$ cat config.mk
export PLATFORM = sky130hd
export DESIGN_NAME = fetch_sequencer
export DESIGN_NICKNAME = d
export VERILOG_FILES = /design/src/rtl/fetch_sequencer.sv
export SDC_FILE = /design/constraint.sdc
export NUM_CORES = 1
export LEC_CHECK = 0
export BUFFER_PORTS_ARGS = -buffer_cell sky130_fd_sc_hd__buf_4
export CORE_MARGIN = 1.5
export CORE_UTILIZATION = 53
export DETAILED_ROUTE_END_ITERATION = 12
export PLACE_DENSITY_LB_ADDON = 0.1
export SLEW_MARGIN = 10
export SYNTH_ARGS = -nofsm -noshare
export SYNTH_HDL_FRONTEND = slang
export SYNTH_SLANG_ARGS = --single-unit
$ cat constraint.sdc
create_clock -name clk -period 5.69 [get_ports clk]
set_input_delay 0 -clock clk [delete_from_list [all_inputs] [get_ports clk]]
set_output_delay 0 -clock clk [all_outputs]
set_load 0.05 [all_outputs]
$ cat src/rtl/fetch_sequencer.sv
// fetch_sequencer: owns the PC, fetches from a combinational instruction memory and
// hands each word to decode through a one-entry valid/ready output register.
module fetch_sequencer #(
   parameter logic [7:0] START_ADDR  = 8'h00,
   parameter logic [3:0] HALT_OPCODE = 4'hF,
   parameter int         CNT_W       = 16
) (
   input  logic             clk,
   input  logic             rst,
   input  logic             start,
   output logic [7:0]       im_addr,
   input  logic [23:0]      im_instruction,
   output logic             if_valid,
   input  logic             if_ready,
   output logic [23:0]      if_instr,
   output logic [7:0]       if_pc,
   input  logic             br_taken,
   input  logic [7:0]       br_target,
   output logic             halted,
   output logic             pc_wrap,
   output logic [CNT_W-1:0] fetch_count
);
   typedef enum logic [1:0] {IDLE, FETCH, HALTED} state_t;
   state_t           state_q, state_d;
   logic [7:0]       pc_q, pc_d, ipc_q, ipc_d;
   logic [23:0]      instr_q, instr_d;
   logic             valid_q, valid_d, wrap_q, wrap_d;
   logic [CNT_W-1:0] cnt_q, cnt_d;
   logic             hs;
   assign hs = valid_q & if_ready;
   always_comb begin
      state_d = state_q;
      pc_d    = pc_q;
      ipc_d   = ipc_q;
      instr_d = instr_q;
      valid_d = valid_q;
      wrap_d  = wrap_q;
      cnt_d   = cnt_q + CNT_W'(hs);
      case (state_q)
         IDLE: if (start) begin
            pc_d    = START_ADDR;
            state_d = FETCH;
         end
         FETCH: if (br_taken) begin
            pc_d    = br_target;
            valid_d = 1'b0;
         end else if (start) begin
            pc_d    = START_ADDR;
            valid_d = 1'b0;
         end else if (!valid_q || if_ready) begin
            instr_d = im_instruction;
            ipc_d   = pc_q;
            valid_d = 1'b1;
            // A halt word is delivered but the PC parks on it
            if (im_instruction[23:20] == HALT_OPCODE) state_d = HALTED;
            else begin
               pc_d   = pc_q + 8'd1;
               wrap_d = wrap_q | (pc_q == 8'hFF);
            end
         end
         HALTED: if (start) begin
            pc_d    = START_ADDR;
            valid_d = 1'b0;
            state_d = FETCH;
         end else if (hs) valid_d = 1'b0;
         default: state_d = IDLE;
      endcase
   end
   always_ff @(posedge clk or posedge rst) begin
      if (rst) begin
         state_q <= IDLE;
         pc_q    <= START_ADDR;
         ipc_q   <= 8'h00;
         instr_q <= 24'h0;
         valid_q <= 1'b0;
         wrap_q  <= 1'b0;
         cnt_q   <= '0;
      end else begin
         state_q <= state_d;
         pc_q    <= pc_d;
         ipc_q   <= ipc_d;
         instr_q <= instr_d;
         valid_q <= valid_d;
         wrap_q  <= wrap_d;
         cnt_q   <= cnt_d;
      end
   end
   assign im_addr     = pc_q;
   assign if_valid    = valid_q;
   assign if_instr    = instr_q;
   assign if_pc       = ipc_q;
   assign halted      = (state_q == HALTED);
   assign pc_wrap     = wrap_q;
   assign fetch_count = cnt_q;
endmodule

Word level (Yosys, flattened, before mapping)
Cells that the tools add are included.

Word-level logic and storage cells: 55. Flip-flop bits (word level): 60. Input port bits: 37. Output and inout port bits: 59.

Add/sub/neg operators: 2. Eq/ne operators: 12. Reduce and logical (&&, ||, !) cells: 11. Multiplexer cells: 18. Bitwise gates (word level): 5.

Operators with widths (count): 8-bit 2-to-1 mux (5); 16-bit by 1-bit adder with 16-bit output (1); 8-bit one-hot mux with 2 select lines (1); 2-bit 2-to-1 mux (5); 5-bit AND reduction (2); 8-bit by 1-bit adder with 8-bit output, second input constant (1); 8-bit equality test, second input constant (1); 2-bit inequality test, second input constant (4); 4-bit inequality test, second input constant (2); 4-bit AND reduction (2); 1-bit 2-to-1 mux (5); 4-bit equality test, second input constant (1); 2-bit one-hot mux with 2 select lines (1); 2-bit nonzero test (2); 3-bit by 2-bit inequality test with 1-bit output, second input constant (1); 1-bit NOT (3); 3-bit AND reduction (1); 2-bit by 1-bit equality test with 1-bit output, second input constant (1); 2-bit equality test, second input constant (1); 2-bit logical NOT (1); 2-bit by 1-bit inequality test with 1-bit output, second input constant (1); 1-bit one-hot mux with 2 select lines (1); 2-bit OR reduction (1); 1-bit bitwise AND (1); 3 further kinds (3).

Logic depth before layout (Yosys ltp)
Depth in word-level cells: 6. Gate-level depth with buffers: 7. Mapped depth without buffers: 7.

Worst setup path after synthesis
No wires, ideal clock.

Path type: register -> register. Start: register valid_q, in the netlist if_valid. End: register cnt_q[13], in the netlist fetch_count[13]. Arrival time: 1.886 ns. Path slack: 3.663 ns. Required time: 5.549 ns. Stages on the path, launching flop included: 7. Path buffers: 0. Path through: dfrtp_1 and2_1 ha_1 nand2_1 nor4_1 nand3_1 xnor2_1.

Longest elaborated chain between the ends: 2.

Ends and longest elaborated chain: from (decl) (RTL line 27) `logic valid_q, valid_d, wrap_q, wrap_d;`; from (signal assigned) (RTL line 83) `valid_q <= valid_d;`; 1-bit bitwise AND (RTL line 30) `assign hs = valid_q & if_ready;`; 16-bit by 1-bit adder with 16-bit output (RTL line 38) `cnt_d = cnt_q + CNT_W'(hs);`; named net cnt_d[13] (RTL line 28) `logic [CNT_W-1:0] cnt_q, cnt_d;`; to (signal assigned) (RTL line 85) `cnt_q <= cnt_d;`; to (decl) (RTL line 28).

The timed path passes the listed nets, and every way through them passes these cells. A chain may end at the register's enable or synchronous reset.

Worst setup path in the final report
Start: input start. End: register instr_q[10], in the netlist if_instr[10].

Longest elaborated chain between the ends: 2.

Ends and longest elaborated chain: from (decl) (RTL line 10) `input logic start,`; 1-bit NOT (no line); 4-bit AND reduction (no line); to (signal assigned) (RTL line 82) `instr_q <= instr_d;`; to (decl) (RTL line 26) `logic [23:0] instr_q, instr_d;`.

Every way passes these cells.

==> impl_metrics.py <==
metrics = {
    "floorplan": {
        "die_w_um": 73.9,
        "die_y_um": 73.9,
        "fp-row-count": 25,
        "fp.dieArea_um2": 5460,
        "ios": 96,
        "core_um2": 4790,
        "initial_core_util_pct": 55.7,
    },
    "power": {
        "vdd_ir_drop_max_uv": 377,
        "p_leak_nw": 1.89,
        "p_total_mw": 2.28,
        "power_density_nw_per_um2": 579,
    },
    "logic_synthesis": {
        "synth_compound_area_share_pct": 8.59,
        "yosys.area_share.simple_pct": 11.7,
        "yosys_warnings": 0,
        "ys_types": 40,
        "seq_area_frac_synth_pct": 56.3,
        "synth_top_area_cell": "dfrtp_1",
        "synth-seq-cells": 60,
        "muxShareOfSynthArea_pct": 13.5,
        "synth_top_area_share_pct": 56.3,
        "synth_xor_area_share_pct": 4.93,
        "synthAdderAreaFrac_pct": 2.82,
        "netlist_area_um2": 2670,
        "synthTopCellsByArea": "dfrtp_1 56%, mux2_2 13%, xnor2_1 3.3%",
        "syn_nets": 264,
        "syn_inst": 221,
        "avgSynthCellArea_um2": 12.1,
        "synth_top_family_by_area": "multiplexers",
    },
    "setup_path": {
        "required_ns": 5.90,
        "cp.arrival_ns": 2.33,
        "cp-end-kind": "flip-flop",
        "startpoint": "start",
        "r2r-start": "state_q[1]$_DFFE_PP0P_",
        "startpoint_type": "primary input",
        "crit_type": "primary input to flip-flop",
        "crit_path_max_fanout": 35,
    },
    "cts": {
        "cts_tree": "yes",
        "numClockSinks": 60,
        "clk_latency_ns": 0.33,
        "clock_path_buffers": 2,
        "cts_hold_repair.buffers": 30,
        "clkSlewWorstSetupHoldPaths_ns": 0.06,
        "cts_resized": 0,
        "cts-root-buf": "clkbuf_8",
        "cts_made_buffers": 9,
        "cts-htree-levels": 3,
        "post_cts_buffers": 0,
    },
    "grt": {
        "use_met3_pct": 5.62,
        "grt_max_degree": 61,
        "grt_use_met1_pct": 34.7,
        "busiest_layer": "met2",
        "overflow": 0,
        "antenna_found_initial": 0,
        "grt_pass1_vias": 2297,
        "grt_pass1_wl_um": 11100,
        "use_met2_pct": 45.6,
        "gr-usage-all-layers_pct": 27.4,
    },
    "sta": {
        "hold_viol_final": 0,
        "post-route-period-util_pct": 37.2,
        "worst_slew_pin_slew_ns": 0.856,
        "fin_skew_ns": 0.00618,
        "max_freq_mhz": 472,
        "finalCriticalPeriod_ns": 2.12,
        "setup_viol": 0,
        "slew_headroom_pct": 42.9,
        "rsz0062_at_grt": "false",
        "setup_tns_ns": 0,
        "maxSlewViolCount": 0,
    },
    "placed_design": {
        "dp_hpwl_um": 4250,
        "place_congestion": 0.828,
        "portBuffers": 95,
        "place_inst": 379,
    },
    "final_layout": {
        "synthToLayoutAreaGrowth_pct": 47.8,
        "nets": 396,
        "final_cell_mix": "96 x buf_4, 60 x dfrtp_1, 31 x mux2_2",
        "instances_no_fill": 423,
        "num_antenna_cells": 0,
        "final_common_cell": "buf_4",
        "drive_gt1_share_pct": 41.0,
    },
    "detailed_routing": {
        "viasPerCell": 5.35,
        "routedWlPerCell_um": 16.0,
        "drc": 0,
        "vias": 2265,
        "wl_um": 6790,
        "ant_nets": 0,
        "drtPass1Iterations": 4,
        "drt_iter0_markers": 205,
    },
    "hold_path": {
        "hp-start": "br_target[0]",
        "hp-class": "primary input to flip-flop",
    },
    "run_status": {
        "outcome": "complete, no violations",
    },
    "job": {
        "max_cap_violations": 0,
    },
}
-- worst paths after layout --
check                                                end  slack (ns)  cells after the start
worst max-delay path            if_instr[10]$_DFFE_PP0P_        3.57                      5
worst min-delay path              im_addr[0]$_DFFE_PP0P_        0.05                      5
worst max register to register  if_instr[10]$_DFFE_PP0P_        3.58                      4
worst min register to register       pc_wrap$_DFFE_PP0P_        0.48                      2
max in group asynchronous       if_instr[20]$_DFFE_PP0P_        4.77                      4
min in group asynchronous       if_instr[16]$_DFFE_PP0P_        0.45                      4
-- where the power goes --
group          internal [mW]  switching, mW
Clock                  0.221          0.152
Combinational          0.392          0.793
Sequential             0.586          0.136
Total                   1.20           1.08
-- critical path: stages --
cell           delay (ns)
dlygate4sd3_1        0.53
buf_4                0.16
nor2_2               0.33
nand3_2              0.73
mux2_2               0.56
-- layer usage --
layer | wire [µm] | vias to the layer above | part of all wire (%)
met3 | 408 | 13 | 6.0
met4 | 99 | 0 | 1.5
met1 | 2800 | 1085 | 41
met2 | 3470 | 94 | 51
met5 | 0 | - | 0
li1 | - | 1073 | -
-- cells in the mapped netlist --
cell and count:
dfrtp_1 60, mux2_2 31, nand2_1 12, nand3_1 12
o21ai_0 10, xnor2_1 10, a21oi_1 8, inv_1 8
nand4_1 7, ha_1 6, nor2_1 5, nor3_1 5
nor4_1 5, xor2_1 5, o31ai_1 4, and3_1 3
a211oi_1 2, a21o_1 2, a22oi_1 2, a32oi_1 2
buf_2 2, o22ai_1 2, a21oi_2 1, a311oi_1 1
and2_1 1, and4_1 1, buf_4 1, clkbuf_1 1
clkbuf_2 1, mux2_1 1, nand2b_1 1, nor2_2 1
nor2b_1 1, nor3b_1 1, o211ai_1 1, o31a_1 1
or2_1 1, or2_2 1, or3b_2 1, or4_1 1
-- sequential cells by signal (all words and copies together), names as in the netlist --
register and flops:
if_instr 24, fetch_count 16, if_pc 8, im_addr 8, state_q 2, if_valid 1
pc_wrap 1
-- cell type report --
cell class                 instances  area (µm²)
fill                             312         846
tap                               67        83.8
clock inverter                     2        35.0
multi-input combinational        148        1110
timing repair buffer             126        1020
inverter                           8        30.0
clock buffer                      12         155
sequential                        60        1500
-- stage by stage --
stage          hold WS, ns  utilization [%]  setup WS (ns)  area (µm²)
2_1_floorplan        0.151                -           3.66        2670
3_3_place_gp         0.232             72.1           3.65        3450
3_5_place_dp         0.237             72.1           3.59        3450
4_1_cts             0.0354             82.3           3.56        3940
5_1_grt             0.0737             82.3           3.39        3940
6_report            0.0495             82.3           3.57        3940
-- kinds of logic after synthesis --
kind of cell    Yosys count
compound gates           36
xor+xnor                 15
fa+ha+maj                 6
buf+inv                  13
flops                    60
mux                      32
simple gates             59
(Power assumes the default switching activity.)
